`config.mk`:
```
export PLATFORM = sky130hd
export DESIGN_NAME = sev_seg_scan_decoder
export DESIGN_NICKNAME = d
export VERILOG_FILES = /design/src/rtl/sev_seg_pkg.sv /design/src/rtl/sev_seg_inv.sv /design/src/rtl/sev_seg_scan_decoder.sv
export SDC_FILE = /design/constraint.sdc
export NUM_CORES = 1
export LEC_CHECK = 0
export ABC_AREA = 1
export CAP_MARGIN = 0
export CORE_UTILIZATION = 48
export CTS_CLUSTER_DIAMETER = 120
export DETAILED_ROUTE_END_ITERATION = 10
export MAX_ROUTING_LAYER = met4
export PLACE_DENSITY = 0.76
export SYNTH_ARGS = -nofsm -noshare
export SYNTH_HDL_FRONTEND = slang
export SYNTH_SLANG_ARGS = --single-unit
export TNS_END_PERCENT = 10
```
`constraint.sdc`:
```
create_clock -name clk -period 1.4 [get_ports clk]
set_clock_uncertainty 0.05 [all_clocks]
set_input_delay 0.14 -clock clk [delete_from_list [all_inputs] [get_ports clk]]
set_output_delay 0.14 -clock clk [all_outputs]
set_load 0.1 [all_outputs]
```
`src/rtl/sev_seg_pkg.sv`:
```
// Shared seven-segment constants: the hex glyph table, the blank pattern
// and the scan-decoder FSM state type.
package sev_seg_pkg;

  // Segment order is gfedcba, with a in bit 0. Entry i is the glyph for nibble i.
  localparam logic [15:0][6:0] SEG_TABLE = {
    7'h71, 7'h79, 7'h5E, 7'h39,   // F E D C
    7'h7C, 7'h77, 7'h6F, 7'h7F,   // B A 9 8
    7'h07, 7'h7D, 7'h6D, 7'h66,   // 7 6 5 4
    7'h4F, 7'h5B, 7'h06, 7'h3F    // 3 2 1 0
  };

  localparam logic [6:0] SEG_BLANK = 7'h00;

  typedef enum logic [1:0] {
    ST_WAIT   = 2'd0,
    ST_COUNT  = 2'd1,
    ST_COMMIT = 2'd2,
    ST_LOCKED = 2'd3
  } scan_state_e;

endpackage

```
`src/rtl/sev_seg_inv.sv`:
```
// Inverse seven-segment lookup: pattern -> {legal, blank, nibble}.
module sev_seg_inv
  import sev_seg_pkg::*;
(
  input  logic [6:0] seg,
  output logic       legal,
  output logic       blank,
  output logic [3:0] nibble
);

  // Search the glyph table; nibble is only meaningful when legal is set.
  always_comb begin
    legal  = 1'b0;
    nibble = 4'h0;
    for (int i = 0; i < 16; i++) begin
      if (seg == SEG_TABLE[i]) begin
        legal  = 1'b1;
        nibble = 4'(i);
      end
    end
  end

  assign blank = (seg == SEG_BLANK);

endmodule

```
`src/rtl/sev_seg_scan_decoder.sv`:
```
// Readback monitor for a multiplexed seven-segment bus: waits for a stable
// segment/select pair, decodes it into the selected digit slot, and reports
// illegal glyphs, bad selects and completed scan frames.
module sev_seg_scan_decoder
  import sev_seg_pkg::*;
#(
  parameter int NUM_DIGITS    = 4,
  parameter int STABLE_CYCLES = 8
) (
  input  logic                    clk,
  input  logic                    rst,
  input  logic [6:0]              segments,
  input  logic [NUM_DIGITS-1:0]   dig_sel,
  output logic [4*NUM_DIGITS-1:0] value,
  output logic [NUM_DIGITS-1:0]   digit_valid,
  output logic                    frame_done,
  output logic                    pattern_err,
  output logic                    sel_err
);

  localparam logic [7:0] CNT_MAX    = 8'(STABLE_CYCLES);
  localparam logic [7:0] CNT_COMMIT = 8'(STABLE_CYCLES - 1);

  logic [6:0]              s_seg_q, s_seg_d;
  logic [NUM_DIGITS-1:0]   s_sel_q, s_sel_d;
  logic [7:0]              cnt_q, cnt_d;
  scan_state_e             state_q, state_d;
  logic [4*NUM_DIGITS-1:0] value_q, value_d;
  logic [NUM_DIGITS-1:0]   valid_q, valid_d;
  logic [NUM_DIGITS-1:0]   seen_q, seen_d;
  logic [NUM_DIGITS-1:0]   seen_next;
  logic                    frame_done_q, frame_done_d;
  logic                    pattern_err_q, pattern_err_d;
  logic                    sel_err_q, sel_err_d;

  logic       same;
  logic       sel_none;
  logic       sel_multi;
  logic       inv_legal;
  logic       inv_blank;
  logic [3:0] inv_nibble;

  sev_seg_inv u_inv (
    .seg    (s_seg_q),
    .legal  (inv_legal),
    .blank  (inv_blank),
    .nibble (inv_nibble)
  );

  // The sample being captured this edge matches the one already held, so
  // the counter always describes the run length of the registered sample.
  assign same      = (segments == s_seg_q) && (dig_sel == s_sel_q);
  assign sel_none  = (s_sel_q == '0);
  assign sel_multi = ((s_sel_q & (s_sel_q - NUM_DIGITS'(1))) != '0);

  // Stage-0 sampling and saturating stability counter.
  always_comb begin
    s_seg_d = segments;
    s_sel_d = dig_sel;
    cnt_d   = 8'd0;
    if (same) begin
      cnt_d = (cnt_q < CNT_MAX) ? cnt_q + 8'd1 : cnt_q;
    end
  end

  // Next-state logic: count a stable run, commit once, then hold until change.
  always_comb begin
    state_d = state_q;
    case (state_q)
      ST_WAIT: begin
        if (same) begin
          state_d = (cnt_d >= CNT_COMMIT) ? ST_COMMIT : ST_COUNT;
        end
      end
      ST_COUNT: begin
        if (!same) begin
          state_d = ST_WAIT;
        end else if (cnt_d >= CNT_COMMIT) begin
          state_d = ST_COMMIT;
        end
      end
      // A change arriving on the commit edge must not be swallowed by LOCKED.
      ST_COMMIT: state_d = same ? ST_LOCKED : ST_WAIT;
      ST_LOCKED: begin
        if (!same) begin
          state_d = ST_WAIT;
        end
      end
      default: state_d = ST_WAIT;
    endcase
  end

  // Commit actions: slot update, error pulses and frame tracking.
  always_comb begin
    value_d       = value_q;
    valid_d       = valid_q;
    seen_d        = seen_q;
    seen_next     = seen_q | s_sel_q;
    frame_done_d  = 1'b0;
    pattern_err_d = 1'b0;
    sel_err_d     = 1'b0;
    if (state_q == ST_COMMIT) begin
      if (sel_multi) begin
        sel_err_d = 1'b1;
      end else if (!sel_none) begin
        for (int i = 0; i < NUM_DIGITS; i++) begin
          if (s_sel_q[i]) begin
            if (inv_legal) begin
              value_d[4*i +: 4] = inv_nibble;
              valid_d[i]        = 1'b1;
            end else begin
              valid_d[i]        = 1'b0;
            end
          end
        end
        pattern_err_d = !inv_legal && !inv_blank;
        // The completing commit belongs to the finished frame only.
        if (&seen_next) begin
          frame_done_d = 1'b1;
          seen_d       = '0;
        end else begin
          seen_d       = seen_next;
        end
      end
    end
  end

  // State registers with synchronous reset.
  always_ff @(posedge clk) begin
    if (rst) begin
      s_seg_q       <= '0;
      s_sel_q       <= '0;
      cnt_q         <= '0;
      state_q       <= ST_WAIT;
      value_q       <= '0;
      valid_q       <= '0;
      seen_q        <= '0;
      frame_done_q  <= 1'b0;
      pattern_err_q <= 1'b0;
      sel_err_q     <= 1'b0;
    end else begin
      s_seg_q       <= s_seg_d;
      s_sel_q       <= s_sel_d;
      cnt_q         <= cnt_d;
      state_q       <= state_d;
      value_q       <= value_d;
      valid_q       <= valid_d;
      seen_q        <= seen_d;
      frame_done_q  <= frame_done_d;
      pattern_err_q <= pattern_err_d;
      sel_err_q     <= sel_err_d;
    end
  end

  assign value       = value_q;
  assign digit_valid = valid_q;
  assign frame_done  = frame_done_q;
  assign pattern_err = pattern_err_q;
  assign sel_err     = sel_err_q;

endmodule

```
==> results of run 1 <==
## flip-flops by register name, indices dropped and copies added (netlist names)
name / count
digit_valid: 4
value: 16
sel_err: 1
pattern_err: 1
frame_done: 1
s_seg_q: 7
seen_q: 4
cnt_q: 8
state_q: 2
s_sel_q: 4
## cells in the mapped netlist
library cell	instances	share of area [%]
buf_2	1	0.22
dfxtp_1	48	43
buf_6	1	0.50
nand4_1	5	1.4
inv_1	62	10
nand3b_1	2	0.67
xnor2_1	3	1.2
ha_1	1	0.56
nor2_2	2	0.56
a21oi_2	1	0.39
clkbuf_8	1	0.61
xor2_1	3	1.2
a221oi_1	1	0.39
o21ai_0	5	1.1
nand2_4	1	0.50
nand3_1	15	3.3
o211ai_1	1	0.33
buf_1	1	0.17
clkbuf_1	1	0.17
o22ai_1	1	0.28
nor4_1	1	0.28
nand2_2	2	0.56
nor2_1	81	14
nand2_1	86	14
nor3_1	2	0.45
a21oi_1	18	4.0
## critical path: stages (launching register included)
cell	delay, ns
dfxtp_4	0.38
inv_4	0.07
nor2_4	0.04
nand2_1	0.09
nor2_2	0.06
nor2_2	0.12
nand2_2	0.10
nor2_4	0.16
nand2_4	0.10
buf_12	0.15
nand2_8	0.07
nand2_2	0.05
nand2_1	0.06
nor2_1	0.04
## final cells by class
cell class	count	share of cell area, %
Inverter	62	6.65
Clock inverter	1	0.242
Tap cell	52	1.80
Timing Repair Buffer	83	27.0
Clock buffer	6	2.28
Multi-Input combinational cell	231	34.6
Sequential cell	48	27.4
## routing by layer
metal	wire length, µm	GRT usage (%)	vias up
li1	-	-	1212
met1	2330	25.6	1126
met2	3360	41.9	72
met3	235	4.47	20
met4	183	12.0	0
met5	0	-	-
## where the power goes
part | total [W] | internal [W] | leakage (nW) | switching, W
logic | 0.000289 | 0.000143 | 1.18 | 0.000146
registers | 0.00141 | 0.00138 | 0.394 | 0.0000309
clock network | 0.000846 | 0.000394 | 0.0473 | 0.000452
total | 0.00254 | 0.00191 | 1.62 | 0.000629
## worst paths after layout
path / depth (start not counted) / slack, ns / to
max: 13 / -0.24 / value[1]
min: 3 / 0.35 / s_sel_q[1]
max reg2reg: 13 / -0.24 / value[1]
min reg2reg: 2 / 0.39 / cnt_q[5]
## per-stage QoR
stage	TNS, ns	util, %	std cells	hold WS [ns]
2_1_floorplan	-0.713	-	346	0.167
3_3_place_gp	-5.42	73.0	471	0.365
3_5_place_dp	-7.09	73.0	471	0.368
4_1_cts	-3.74	77.8	479	0.346
5_1_grt	-8.81	81.9	483	0.352
6_report	-5.76	81.9	483	0.347
## repair_timing
action	in CTS	in global routing
resized for setup	41	47
pin swaps	10	16
setup endpoints to repair	35	35
buffers inserted	1	4
## kinds of logic after synthesis
| family | share of synthesized area, % |
|---|---|
| buffers and inverters | 12.0 |
| xor gates and xnor gates | 2.34 |
| AOI/OAI and AO/OA | 6.53 |
| DFF | 42.8 |
| and+or+nand+nor | 35.7 |
| adders and majority gates | 0.558 |
==> metrics.md, run 1 <==
| Metric | Value |
|---|---|
| Antenna violations before repair | `0` |
| CTS Sinks | `48` |
| Overall Power | `0.00254 W` |
| GRT Total Usage | `23.9%` |
| Worst Max-Slew Pin Slew | `0.298 ns` |
| Most frequent cells in the layout | `nand2_1 (69), nor2_1 (56), inv_1 (51)` |
| Clk pin slew, worst setup/hold paths | `0.09 ns` |
| CTS root buf | `clkbuf_8` |
| Setup CP Type | `reg -> reg` |
| DP HPWL | `4.03 mm` |
| Critical Path Start | `s_seg_q[0]` |
| Number of I/O port buffers | `35` |
| Max-cap violations | `0` |
| Die Area | `4950 µm²` |
| # fillers | `279` |
| Gp weighted congestion | `0.870` |
| Type of origin of the critical path | `register` |
| # diodes | `0` |
| Worst EP required | `1.55 ns` |
| Initial DRT Pass Iterations | `4` |
| Max clock buf depth | `2` |
| Area of the multi-input gates | `1250 µm²` |
| Area Growth Syn to Fin | `61.1%` |
| Largest net degree at the start of global routing | `22` |
| Setup violators final | `35` |
| Number of global-route vias before repair | `2196` |
| Flops & latches, synth | `48` |
| Total CTS buffers | `5` |
| # DRC | `0` |
| Detail Route Antenna Nets | `0` |
| HP Class | `in -> reg` |
| Pleak | `1.62 nW` |
| Instance count of the mapped netlist | `346` |
| Gr ovfl total | `0` |
| Status | `complete, but fails checks` |
| Critical path endpoint category | `register` |
| Post-CTS Hold Buffers | `0` |
| Row Count | `24` |
| Seq/Total Area, Yosys | `42.8%` |
| Clk Latency, worst-skew pair | `0.30 ns` |
| Post-Route WL | `6.11 mm` |
| Final period util | `117%` |
| CORE AREA | `4410 µm²` |
| Unique masters post-synth | `26` |
| Pwr dens | `703 nW/µm²` |
| Max Fclk | `610 MHz` |
| Io pins | `36` |
| Final #Nets | `445` |
| CP max FO | `8` |
| Hold_sp | `dig_sel[1]` |
| Pre-CTS WS | `-0.297 ns` |
| Maximum vdd drop | `570 µV` |
| Die Y | `70.4 µm` |
| Critical Path AT | `1.79 ns` |
| Initial Utilization | `50.8%` |
| DRT iter0 DRCs | `127` |
| Max-slew headroom | `80.0%` |
| Fin area | `3610 µm²` |
| Avg Vias per Cell | `5.03` |
| Endpoints failing hold | `0` |
| Ratio of cells with drive above 1 in the final layout | `36.0%` |
| H-tree Lvls | `2` |
| Minimum clock period | `1.64 ns` |
| Failing checks | `setup timing` |
| Register area | `990 µm²` |
| RSZ-0062 raised after global routing | `true` |
| Synth warnings | `0` |
| Most common cell after layout, fill and taps aside | `nand2_1` |
| Slack of the critical path | `-0.239 ns` |
| Critical R2R Launch | `s_seg_q[0]` |
| Avg Synthesized Cell Area | `6.48 µm²` |
| Net Count, Synth | `360` |
| Die width | `70.4 µm` |
| TritonCTS clock tree | `yes` |
| Via count | `2430` |
| Global-route wire length before repair | `9.18 mm` |
| Synthesized cell area | `2240 µm²` |
| DR WL/cell | `12.7 µm` |
| Placed inst area | `3220 µm²` |
| Final Max Tran Viols | `0` |
(Power assumes the default switching activity.)
==> run 2: changes to the inputs <==
--- a/config.mk
+++ b/config.mk
@@ -12,6 +12,7 @@
 export DETAILED_ROUTE_END_ITERATION = 10
 export MAX_ROUTING_LAYER = met4
 export PLACE_DENSITY = 0.76
+export REMOVE_ABC_BUFFERS = 1
 export SYNTH_ARGS = -nofsm -noshare
 export SYNTH_HDL_FRONTEND = slang
 export SYNTH_SLANG_ARGS = --single-unit
==> metrics.md, run 2 (same netlist as run 1, synthesis figures left out) <==
| Metric | Value |
|---|---|
| Status | `complete, but fails checks` |
| Failing checks | `setup timing` |
| CTS Sinks | `48 (unchanged)` |
| # diodes | `0 (unchanged)` |
| Die Area | `4950 µm² (unchanged)` |
| Type of origin of the critical path | `register` |
| Max-slew headroom | `81.2% (+1.2 points)` |
| Area of the multi-input gates | `1220 µm² (-2.2%)` |
| # DRC | `0 (unchanged)` |
| CORE AREA | `4410 µm² (unchanged)` |
| Ratio of cells with drive above 1 in the final layout | `31.7% (-4.3 points)` |
| Fin area | `3540 µm² (-1.9%)` |
| Worst Max-Slew Pin Slew | `0.280 ns (-0.0179 ns)` |
| Area Growth Syn to Fin | `58.0%` |
| RSZ-0062 raised after global routing | `true` |
| # fillers | `276 (-1.1%)` |
| Die Y | `70.4 µm (unchanged)` |
| Pleak | `1.64 nW (+1.0%)` |
| Via count | `2390 (-1.6%)` |
| Overall Power | `0.00267 W (+5.2%)` |
| Final period util | `119% (+1.9 points)` |
| Setup CP Type | `reg -> reg` |
| Clk Latency, worst-skew pair | `0.31 ns (about the same)` |
| DP HPWL | `3.98 mm (-1.3%)` |
| Gr ovfl total | `0 (unchanged)` |
| Crit-path cells | `inv_4, nor2_4, nand2_2, nor2_2, nor2_2, nand2_2, nor2_4, nand2_4, buf_8, a21oi_4, nor2_1` |
| Most common cell after layout, fill and taps aside | `nand2_1` |
| H-tree Lvls | `2 (unchanged)` |
| Endpoints failing hold | `0 (unchanged)` |
| Max-cap violations | `0 (unchanged)` |
| Worst EP required | `1.56 ns (about the same)` |
| Number of global-route vias before repair | `2266 (+3.2%)` |
| CTS root buf | `clkbuf_8` |
| Slowest cell on crit path | `dfxtp_4` |
| Total CTS buffers | `5 (unchanged)` |
| Die width | `70.4 µm (unchanged)` |
| Initial Utilization | `50.8% (unchanged)` |
| Clk pin slew, worst setup/hold paths | `0.09 ns (about the same)` |
| Pwr dens | `755 nW/µm² (+7.3%)` |
| TritonCTS clock tree | `yes` |
| Pre-CTS WS | `-0.332 ns (-0.0346 ns)` |
| Hold Path Depth | `3 (unchanged)` |
| HP Class | `in -> reg` |
| CP max FO | `7 (-1)` |
| DR WL/cell | `12.6 µm (-0.74%)` |
| Gp weighted congestion | `0.888 (+2.1%)` |
| Maximum vdd drop | `709 µV (+24%)` |
| Detail Route Antenna Nets | `0 (unchanged)` |
| Hold_sp | `segments[5]` |
| Global-route wire length before repair | `9.60 mm (+4.5%)` |
| Largest net degree at the start of global routing | `22 (unchanged)` |
| Row Count | `24 (unchanged)` |
| Critical R2R Launch | `s_seg_q[3]` |
| DRT iter0 DRCs | `120 (-5.5%)` |
| FF-to-FF End | `value[2]` |
| Io pins | `36 (unchanged)` |
| Critical Path AT | `1.83 ns (+0.04 ns)` |
| Most frequent cells in the layout | `nand2_1 (74), nor2_1 (63), inv_1 (55)` |
| Number of I/O port buffers | `35 (unchanged)` |
| Hold Path End | `s_seg_q[5]` |
| Final Max Tran Viols | `0 (unchanged)` |
| Reg2reg setup slack | `-0.26 ns (-0.03 ns)` |
| Slack of the critical path | `-0.265 ns (-0.0262 ns)` |
| Setup violators final | `35 (unchanged)` |
| Critical path endpoint category | `register` |
| Register area | `986 µm² (-0.38%)` |
| Avg Vias per Cell | `5.00 (-0.62%)` |
| Max Fclk | `601 MHz (-1.6%)` |
| Final #Nets | `439 (-1.3%)` |
| Reg2reg path depth | `11 (-2)` |
| GRT Total Usage | `25.4% (+1.4 points)` |
| Antenna violations before repair | `0 (unchanged)` |
| Crit-path max cell delay | `0.39 ns (about the same)` |
| Post-Route WL | `6.01 mm (-1.8%)` |
| Max clock buf depth | `2 (unchanged)` |
| Minimum clock period | `1.66 ns (+0.0262 ns)` |
| Max FFs per register | `16 (unchanged)` |
| Placed inst area | `3140 µm² (-2.4%)` |
| Initial DRT Pass Iterations | `4 (unchanged)` |
## run 2: layout make-up
cell class                      instances  share of cell area [%]
Multi-Input combinational cell        231                    34.5
Timing Repair Buffer                   77                    25.9
Tap cell                               52                    1.84
Inverter                               62                    6.85
Clock buffer                            6                    2.05
Clock inverter                          2                   0.988
Sequential cell                        48                    27.8
## run 2: stage by stage
step	cells	util [%]	hold slack, ns	TNS (ns)
3_5_place_dp	465	71.2	0.356	-8.34
4_1_cts	477	77.4	0.340	-3.32
3_3_place_gp	465	71.2	0.363	-6.41
2_1_floorplan	341	-	0.152	-2.39
5_1_grt	478	80.3	0.385	-8.09
6_report	478	80.3	0.345	-5.20
## run 2: timing repair
action,CTS,global route
hold buffers,0,0
endpoints found under the hold margin,0,0
resized for setup,52,35
pin swaps,14,24
endpoints found under the setup margin,35,35
setup buffers,4,1
## run 2: worst max-delay path: cells and delay by family, from the launching register on
family,cells,cell delay [ns]
AO/OA/AOI/OAI,1,0.13
buffers and inverters,2,0.25
flip-flops,1,0.39
AND/OR/NAND/NOR,8,0.76
## run 2: how the worst max path moves through the flow
stage / startpoint / to / slack, ns / cells after the start
3_3_place_gp: s_seg_q[4] / value[4] / -0.25 / 11
5_1_grt: s_seg_q[6] / value[2] / -0.33 / 10
4_1_cts: s_seg_q[2] / value[2] / -0.17 / 12
6_report: s_seg_q[3] / value[2] / -0.26 / 11
3_5_place_dp: s_seg_q[0] / value[13] / -0.33 / 12
2_1_floorplan: s_seg_q[4] / value[12] / -0.18 / 9
## run 2: power by group
group	total, W	internal (W)	switching, W
sequential	0.00141	0.00138	0.0000297
clock	0.000999	0.000530	0.000469
combinational	0.000269	0.000133	0.000135
## run 2: per-layer routing
layer / share of wire [%] / vias to the layer above / track usage (%)
met5: 0 / - / -
met4: 4.7 / 0 / 15.6
met3: 3.7 / 29 / 5.05
met2: 51 / 70 / 42.6
met1: 41 / 1085 / 27.3
li1: - / 1206 / -
==> run 3: changes to the inputs <==
--- a/config.mk
+++ b/config.mk
@@ -10,6 +10,7 @@
 export CORE_UTILIZATION = 48
 export CTS_CLUSTER_DIAMETER = 120
 export DETAILED_ROUTE_END_ITERATION = 10
+export GPL_TIMING_DRIVEN = 0
 export MAX_ROUTING_LAYER = met4
 export PLACE_DENSITY = 0.76
 export REMOVE_ABC_BUFFERS = 1
==> metrics.md, run 3 (same netlist as run 1, synthesis figures left out) <==
| Metric | Value |
|---|---|
| Setup CP Type | `reg -> reg` |
| Most frequent cells in the layout | `nand2_1 (71), nor2_1 (63), inv_1 (51)` |
| Final #Nets | `408 (-7.1%)` |
| H-tree Lvls | `2 (unchanged)` |
| Max FFs per register | `16 (unchanged)` |
| Pre-CTS WS | `-1.07 ns (-0.743 ns)` |
| Reg2reg setup slack | `-0.22 ns (+0.05 ns)` |
| Maximum vdd drop | `582 µV (-18%)` |
| Die Y | `70.4 µm (unchanged)` |
| Reg2reg path depth | `8 (-3)` |
| Slowest cell on crit path | `dfxtp_2` |
| Ratio of cells with drive above 1 in the final layout | `27.8% (-3.8 points)` |
| Pint | `0.00218 W (+6.8%)` |
| Row Count | `24 (unchanged)` |
| Type of origin of the critical path | `register` |
| Die Area | `4950 µm² (unchanged)` |
| Critical Path Sink | `value[9]` |
| Status | `complete, but fails checks` |
| CP max FO | `6 (-1)` |
| Number of I/O port buffers | `35 (unchanged)` |
| Critical Path Start | `s_sel_q[0]` |
| DP HPWL | `3.26 mm (-18%)` |
| Die width | `70.4 µm (unchanged)` |
| Max clock buf depth | `2 (unchanged)` |
| Initial DRT Pass Iterations | `4 (unchanged)` |
| Post-CTS Hold Buffers | `0 (unchanged)` |
| Logic pwr share | `7.4% (-2.6 points)` |
| Endpoints failing hold | `0 (unchanged)` |
| Failing checks | `setup timing` |
| Pleak | `1.45 nW (-12%)` |
| Slack of the critical path | `-0.217 ns (+0.0478 ns)` |
| Register area | `993 µm² (+0.76%)` |
| Max Fclk | `618 MHz (+3.0%)` |
| Overall Power | `0.00283 W (+5.9%)` |
| Largest net degree at the start of global routing | `23 (+4.5%)` |
| Crit-path cells | `nor2_1, o21ai_0, nand2_1, nand3_4, nor2_4, nand2_4, nor2_1, nor2_1` |
| Clk pin slew, worst setup/hold paths | `0.10 ns (about the same)` |
| Area Growth Syn to Fin | `34.6%` |
| Number of global-route vias before repair | `1752 (-23%)` |
| CORE AREA | `4410 µm² (unchanged)` |
| Global-route wire length before repair | `7.45 mm (-22%)` |
| Via count | `2175 (-9.0%)` |
| Io pins | `36 (unchanged)` |
| Critical R2R Launch | `s_sel_q[0]` |
| # diodes | `0 (unchanged)` |
| HP Class | `in -> reg` |
| Critical Path AT | `1.78 ns (-0.05 ns)` |
| Setup violators final | `27 (-23%)` |
| Area of the multi-input gates | `1250 µm² (+2.4%)` |
| Switching pwr | `0.000654 W (+3.2%)` |
| Most frequent CP cell | `nor2_1` |
| CTS Sinks | `48 (unchanged)` |
| Avg Vias per Cell | `4.87 (-2.7%)` |
| DR WL/cell | `11.5 µm (-8.4%)` |
| Final period util | `116% (-3.4 points)` |
| RSZ-0062 raised after global routing | `true` |
| Clock share of power | `42.9% (+5.6 points)` |
| Gp weighted congestion | `0.865 (-2.6%)` |
| Post-Route WL | `5.14 mm (-14%)` |
| Worst EP required | `1.56 ns (about the same)` |
| DRT iter0 DRCs | `72 (-40%)` |
| Gr ovfl total | `0 (unchanged)` |
| Antenna violations before repair | `0 (unchanged)` |
| Final Max Tran Viols | `0 (unchanged)` |
| Max-slew headroom | `63.8% (-17 points)` |
| Initial Utilization | `50.8% (unchanged)` |
| Minimum clock period | `1.62 ns (-0.0478 ns)` |
| Most common cell after layout, fill and taps aside | `nand2_1` |
| Crit-path max cell delay | `0.36 ns (-0.03 ns)` |
| CTS root buf | `clkbuf_8` |
| Switch share | `23.1% (-0.61 points)` |
| Seq pwr share | `49.8% (-2.8 points)` |
| Max-cap violations | `0 (unchanged)` |
| # fillers | `381 (+38%)` |
| Worst Max-Slew Pin Slew | `0.545 ns (+0.265 ns)` |
| Total CTS buffers | `5 (unchanged)` |
| Detail Route Antenna Nets | `0 (unchanged)` |
| Critical path endpoint category | `register` |
| Clk Latency, worst-skew pair | `0.31 ns (about the same)` |
| Pwr dens | `938 nW/µm² (+24%)` |
| TritonCTS clock tree | `yes` |
| # DRC | `0 (unchanged)` |
| GRT Total Usage | `19.5% (-5.8 points)` |
| FF-to-FF End | `value[9]` |
==> run 3: power groups by stage <==
| stage | combinational (W) | sequential, W | clock, W |
|---|---|---|---|
| after floorplan | 0.0000956 | 0.00143 | 0 |
| after global placement | 0.000163 | 0.00143 | 0 |
| after detailed placement | 0.000166 | 0.00144 | 0 |
| after CTS | 0.000176 | 0.00141 | 0.00123 |
| after global routing | 0.000230 | 0.00141 | 0.00128 |
| final | 0.000209 | 0.00141 | 0.00121 |
==> run 3: through the flow <==
| step | hold WS [ns] | util [%] | instances | setup TNS [ns] | instance area, µm² |
|---|---|---|---|---|---|
| detailed placement | 0.367 | 59.4 | 428 | -31.99 | 2620 |
| floorplan | 0.152 | - | 341 | -2.39 | 2210 |
| global placement | 0.364 | 59.4 | 428 | -32.33 | 2620 |
| CTS | 0.333 | 64.6 | 439 | -5.24 | 2850 |
| global route | 0.350 | 68.4 | 447 | -7.61 | 3020 |
| finish | 0.325 | 68.4 | 447 | -4.07 | 3020 |
==> run 3: layout make-up <==
type                       instances  share of cell area [%]
sequential                        48                    32.9
inverter                          62                    8.16
multi-input combinational        233                    41.5
clock buffer                       5                    2.28
timing repair buffer              44                    10.8
clock inverter                     3                    2.28
tap                               52                    2.15
==> run 3: critical path, delay by kind of cell (launching register included) <==
family | cells | cell delay (ns)
compound gates | 1 | 0.12
simple gates | 7 | 0.99
flops | 1 | 0.36
==> run 3: metal layers <==
metal	global-route usage, %	part of all wire, %	up-vias
met5	-	0	-
met1	22.9	45	962
met4	7.33	1.2	0
li1	-	-	1150
met3	5.48	4.7	7
met2	31.6	49	56
==> run 3: what timing repair did <==
| item | 4_1_cts | 5_1_grt |
|---|---|---|
| hold endpoints to repair | 0 | 0 |
| endpoints found under the setup margin | 58 | 53 |
| gates cloned | 2 | 0 |
| pin swaps | 2 | 26 |
| resized for setup | 115 | 94 |
| setup buffers | 1 | 8 |
==> run 3: worst min path at each step <==
stage	from	endpoint	slack [ns]	depth (start not counted)
2_1_floorplan	rst	value[3]	0.15	1
3_3_place_gp	cnt_q[7]	cnt_q[7]	0.36	2
4_1_cts	dig_sel[1]	s_sel_q[1]	0.33	3
5_1_grt	segments[4]	s_seg_q[4]	0.35	3
3_5_place_dp	cnt_q[5]	cnt_q[5]	0.37	2
6_report	dig_sel[1]	s_sel_q[1]	0.32	3
